[config.mk]
export PLATFORM = sky130hd
export DESIGN_NAME = mersenne_mac
export DESIGN_NICKNAME = d
export VERILOG_FILES = /design/src/rtl/mersenne_mac.sv
export SDC_FILE = /design/constraint.sdc
export NUM_CORES = 1
export LEC_CHECK = 0
export BUFFER_PORTS_ARGS = -buffer_cell sky130_fd_sc_hd__buf_4
export CAP_MARGIN = 20
export CORE_AREA = 2 2 65 67
export DETAILED_ROUTE_END_ITERATION = 16
export DIE_AREA = 0 0 67 69
export HOLD_SLACK_MARGIN = 0.06
export PLACE_DENSITY = 0.81
export SYNTH_ARGS = -nofsm -noshare
export SYNTH_HDL_FRONTEND = slang
export SYNTH_SLANG_ARGS = --single-unit
[constraint.sdc]
create_clock -name clk -period 2.4 [get_ports clk]
set_input_delay 0.24 -clock clk [delete_from_list [all_inputs] [get_ports clk]]
set_output_delay 0.24 -clock clk [all_outputs]
set_load 0.05 [all_outputs]
[src/rtl/mersenne_mac.sv]
// Pipelined multiply-accumulate over Z/(2^W-1) with valid/ready streaming and grouped sums.
// Optional build macro MERSENNE_MAC_CANON_EN: forces out_acc canonical (never all-ones).
module mersenne_mac #(
    parameter int W = 5
) (
    input  logic         clk,
    input  logic         rst,
    input  logic         in_valid,
    output logic         in_ready,
    input  logic [W-1:0] in_a,
    input  logic [W-1:0] in_b,
    input  logic         in_clr,
    input  logic         in_last,
    output logic         out_valid,
    input  logic         out_ready,
    output logic [W-1:0] out_acc,
    output logic         out_zero
);

    // Handshake: a beat transfers on a rising edge where in_valid & in_ready, a result
    // where out_valid & out_ready; the whole pipeline advances only when the output
    // register is empty or being drained, so in_ready is exactly that advance signal.

    function automatic logic [W-1:0] eac_add(input logic [W-1:0] x, input logic [W-1:0] y);
        logic [W:0] s;
        s = {1'b0, x} + {1'b0, y};
        return s[W-1:0] + {{(W-1){1'b0}}, s[W]};
    endfunction

    logic         adv;
    logic [W-1:0] prod;
    logic [W-1:0] rot;
    logic [W-1:0] pp;
    logic [W-1:0] base;
    logic [W-1:0] sum;
    logic [W-1:0] res;

    logic         s1_valid_q, s1_valid_d;
    logic         s1_clr_q,   s1_clr_d;
    logic         s1_last_q,  s1_last_d;
    logic [W-1:0] s1_p_q,     s1_p_d;
    logic [W-1:0] acc_q,      acc_d;
    logic [W-1:0] out_acc_q,  out_acc_d;
    logic         out_valid_q, out_valid_d;

    assign adv      = ~out_valid_q | out_ready;
    assign in_ready = adv;

    // Multiplying by 2^i mod 2^W-1 is a left rotation by i.
    always_comb begin
        prod = '0;
        rot  = '0;
        pp   = '0;
        for (int i = 0; i < W; i++) begin
            rot  = (in_a << i) | (in_a >> (W - i));
            pp   = in_b[i] ? rot : '0;
            prod = eac_add(prod, pp);
        end
    end

    assign base = s1_clr_q ? '0 : acc_q;
    assign sum  = eac_add(base, s1_p_q);

`ifdef MERSENNE_MAC_CANON_EN
    assign res = (sum == {W{1'b1}}) ? '0 : sum;
`else
    assign res = sum;
`endif

    always_comb begin
        s1_valid_d  = s1_valid_q;
        s1_clr_d    = s1_clr_q;
        s1_last_d   = s1_last_q;
        s1_p_d      = s1_p_q;
        acc_d       = acc_q;
        out_acc_d   = out_acc_q;
        out_valid_d = out_valid_q;
        if (adv) begin
            s1_valid_d  = in_valid;
            if (in_valid) begin
                s1_clr_d  = in_clr;
                s1_last_d = in_last;
                s1_p_d    = prod;
            end
            out_valid_d = s1_valid_q & s1_last_q;
            if (s1_valid_q) begin
                if (s1_last_q) begin
                    out_acc_d = res;
                    acc_d     = '0;
                end else begin
                    acc_d = sum;
                end
            end
        end
    end

    always_ff @(posedge clk or posedge rst) begin
        if (rst) begin
            s1_valid_q  <= 1'b0;
            s1_clr_q    <= 1'b0;
            s1_last_q   <= 1'b0;
            s1_p_q      <= '0;
            acc_q       <= '0;
            out_acc_q   <= '0;
            out_valid_q <= 1'b0;
        end else begin
            s1_valid_q  <= s1_valid_d;
            s1_clr_q    <= s1_clr_d;
            s1_last_q   <= s1_last_d;
            s1_p_q      <= s1_p_d;
            acc_q       <= acc_d;
            out_acc_q   <= out_acc_d;
            out_valid_q <= out_valid_d;
        end
    end

    assign out_valid = out_valid_q;
    assign out_acc   = out_acc_q;
    // Qualified by out_valid so the idle/reset output reads as "no zero result".
    assign out_zero  = out_valid_q & ((out_acc_q == '0) | (out_acc_q == {W{1'b1}}));

endmodule

==> flow_summary_export.csv <==
group,metric,value,unit
outcome,outcome,"complete, but fails checks",
outcome,violations,"setup timing",
grt,antenna_found_initial,0,
die,ios,24,
final_layout,nNetsFinal,361,
sta,skew,0.009805,ns
worst_setup_path,r2r_slack,0.07,ns
grt,grt-ovfl-total,0,
die,coreArea,3914,um2
worst_setup_path,critPathMaxFanout,3,
die,die_y,69,um
worst_setup_path,critical_path_class,"in2reg",
pwr,vdd_drop_max,0.4562,mV
die,die_area,4623,um2
logic_synthesis,synth_cell_type_count,29,
logic_synthesis,synth_nets,277,
worst_setup_path,timing.rr.start,"acc_q[2]",
sta,period_minus_slack,5.917,ns
die,num_rows,23,
final_layout,diodes,0,
sta,setup_ws,-3.517,ns
cts,cts_tree,"yes",
worst_setup_path,worst_ep_required_time,2.54,ns
logic_synthesis,synth-seq-cells,19,
worst_setup_path,cpPeakStageDelay,0.38,ns
worst_setup_path,worst_r2r_path_depth,12,
detailed_routing,route.vias.total,1906,
logic_synthesis,synth_top_flop_cell,"dfrtp_1",
detailed_routing,drc_errors,0,
logic_synthesis,netlist_instances,221,
cts,cts_made_buffers,3,
sta,clock.fmax,0.1690,GHz
pwr,finalPower,3.140,mW
sta,final_hold_viol_count,0,
grt,grtUsageTotal,22.52,%
detailed_routing,wl_per_cell,15.88,um
placement,port_buffers,23,
run,maxCapViolations,0,
logic_synthesis,synth_enable_flop_cells,0,
pwr,power.leakage,1.473,nW
sta,slew_viol_final,0,
die,start_util,52.05,%
hold_path,min_path_type,"in2async",
worst_setup_path,timing.rr.end,"out_acc[4]",
final_layout,area_growth,48.59,%
cts,clk_pin_slew,0.08,ns
die,die_w,67,um
final_layout,drive_above_1_share,43.75,%
worst_setup_path,cp-start-kind,"input port",
grt,grt_first_pass_wirelength,8224,um
final_layout,finalCoreUtilization,77.33,%
cts,clock_latency,0.27,ns
cts,cts-htree-levels,1,
detailed_routing,first_pass_iters,4,
logic_synthesis,ys_warn_count,0,
sta,rsz0062_at_grt,"true",
cts,cts.path.max_buffers,2,
cts,root_buffer,"clkbuf_8",
grt,grt_max_degree,20,
sta,setup_violations,5,
logic_synthesis,avgSynthCellArea,9.217,um2
worst_setup_path,worstPathArrival,6.06,ns
detailed_routing,via_per_inst,5.384,
logic_synthesis,ys_async_sr_fraction,100.0,%
detailed_routing,drtIter0Drc,123,
grt,first_global_vias,1893,
sta,min_period_over_period,246.5,%
sta,max-slew-margin-rel,50.17,%
placement,gp_congestion,0.8254,
cts,numClockSinks,19,
logic_synthesis,netlist_area,2037,um2
detailed_routing,wirelength,5620,um
worst_setup_path,cp_slowest_cell,"ha_1",
worst_setup_path,cp_common_cell,"ha_4",
detailed_routing,ant_nets,0,
placement,dp_hpwl,3798,um
worst_setup_path,endpoint_kind,"flop",
sta,tightest_slew,0.7466,ns
logic_synthesis,ys_seq_area_share,23.34,%
pwr,p_per_area,1037,nW/um2
through the flow:
step | std cells | cell area (um2) | setup TNS (ns) | hold WS, ns | setup slack (ns)
4_1_cts | 348 | 2895 | -16.23 | 0.1401 | -3.319
5_1_grt | 354 | 3027 | -18.53 | 0.1662 | -3.750
2_1_floorplan | 221 | 2157 | -15.90 | 0.1911 | -3.308
3_5_place_dp | 337 | 2721 | -18.10 | 0.4188 | -3.678
3_3_place_gp | 337 | 2721 | -17.35 | 0.4084 | -3.568
6_report | 354 | 3027 | -17.29 | 0.1012 | -3.517
report_power, final:
group	switching [mW]	internal (mW)	leakage, nW
sequential	0.117	0.454	0.234
combinational	1.17	1.17	1.22
clock	0.113	0.118	0.0228
cell usage after synthesis, types with 2 or more instances:
cell type / number / area, um2
o31ai_1: 2 / 15.01
nand3_1: 12 / 60.06
dfrtp_1: 19 / 475.5
a21o_1: 6 / 45.04
o21ai_0: 14 / 70.07
nor2b_1: 8 / 50.05
nor2_1: 2 / 7.510
xor2_1: 7 / 61.31
and3_1: 3 / 18.77
nand2_1: 17 / 63.81
inv_1: 8 / 30.03
and2_1: 25 / 156.4
nand2b_1: 9 / 56.30
a21oi_1: 12 / 60.06
fa_1: 5 / 100.1
mux2_2: 6 / 67.56
ha_1: 35 / 437.9
xnor2_1: 20 / 175.2
registers in the layout, summed over array words and instances (netlist names):
register	flops
out_acc	5
s1_valid_q	1
s1_p_q	5
acc_q	5
out_valid	1
s1_clr_q	1
s1_last_q	1
layout by cell type, fill, tap and decap left out, types with 9 or more instances in the layout:
| cell type | netlist | routed |
|---|---|---|
| buf_4 | 0 | 77 |
| xnor2_1 | 20 | 19 |
| nand2b_1 | 9 | 9 |
| ha_1 | 35 | 19 |
| dfrtp_1 | 19 | 18 |
| nand3_1 | 12 | 9 |
| and2_1 | 25 | 23 |
| o21ai_1 | 1 | 9 |
| ha_4 | 0 | 11 |
| nand2_1 | 17 | 16 |
final cells by class:
| type | count | area (um2) |
|---|---|---|
| Timing Repair Buffer | 81 | 626.9 |
| Clock buffer | 4 | 45.04 |
| Inverter | 8 | 30.03 |
| Multi-Input combinational cell | 192 | 1785 |
| Sequential cell | 19 | 476.7 |
| Tap cell | 50 | 62.56 |
| Fill cell | 229 | 887.1 |
how the worst max path moves through the flow:
stage / from / end / slack (ns) / cells past startpoint
after CTS: in_a[1] / s1_p_q[1] / -3.32 / 35
final: in_a[1] / s1_p_q[2] / -3.52 / 37
after global routing: in_a[1] / s1_p_q[4] / -3.75 / 38
after floorplan: in_a[1] / s1_p_q[4] / -3.31 / 37
after detailed placement: in_a[1] / s1_p_q[4] / -3.68 / 38
after global placement: in_b[0] / s1_p_q[4] / -3.57 / 38
routing by layer:
metal / track usage [%] / wire, um
met1: 29.16 / 2439
met2: 38.94 / 2981
met4: 2.948 / 87
met5: 0 / 0
met3: 4.731 / 112
worst max-delay path: cells and delay by family:
kind / cells / cell delay, ns
adders and majority gates: 12 / 2.69
AOI/OAI and AO/OA: 12 / 1.74
and+or+nand+nor: 8 / 0.72
xor gates and xnor gates: 3 / 0.46
buffers and inverters: 2 / 0.21
cell families (layout without fill, tap and decap cells):
| logic type | count (synthesis) | count (layout) | synth area share, % |
|---|---|---|---|
| AND/OR/NAND/NOR | 81 | 81 | 21.99 |
| adder cells (fa/ha/maj) | 40 | 40 | 26.41 |
| AO/OA/AOI/OAI | 37 | 37 | 10.63 |
| XOR/XNOR | 28 | 28 | 12.41 |
| flip-flops | 19 | 19 | 23.34 |
| buffers and inverters | 10 | 93 | 1.904 |
| multiplexers | 6 | 6 | 3.317 |
what timing repair did:
action	in CTS	in global routing
pin swaps	17	20
hold buffers	0	0
setup buffers	7	6
endpoints found under the hold margin	0	0
endpoints found under the setup margin	9	11
resized for setup	16	17
(Power assumes the default switching activity.)
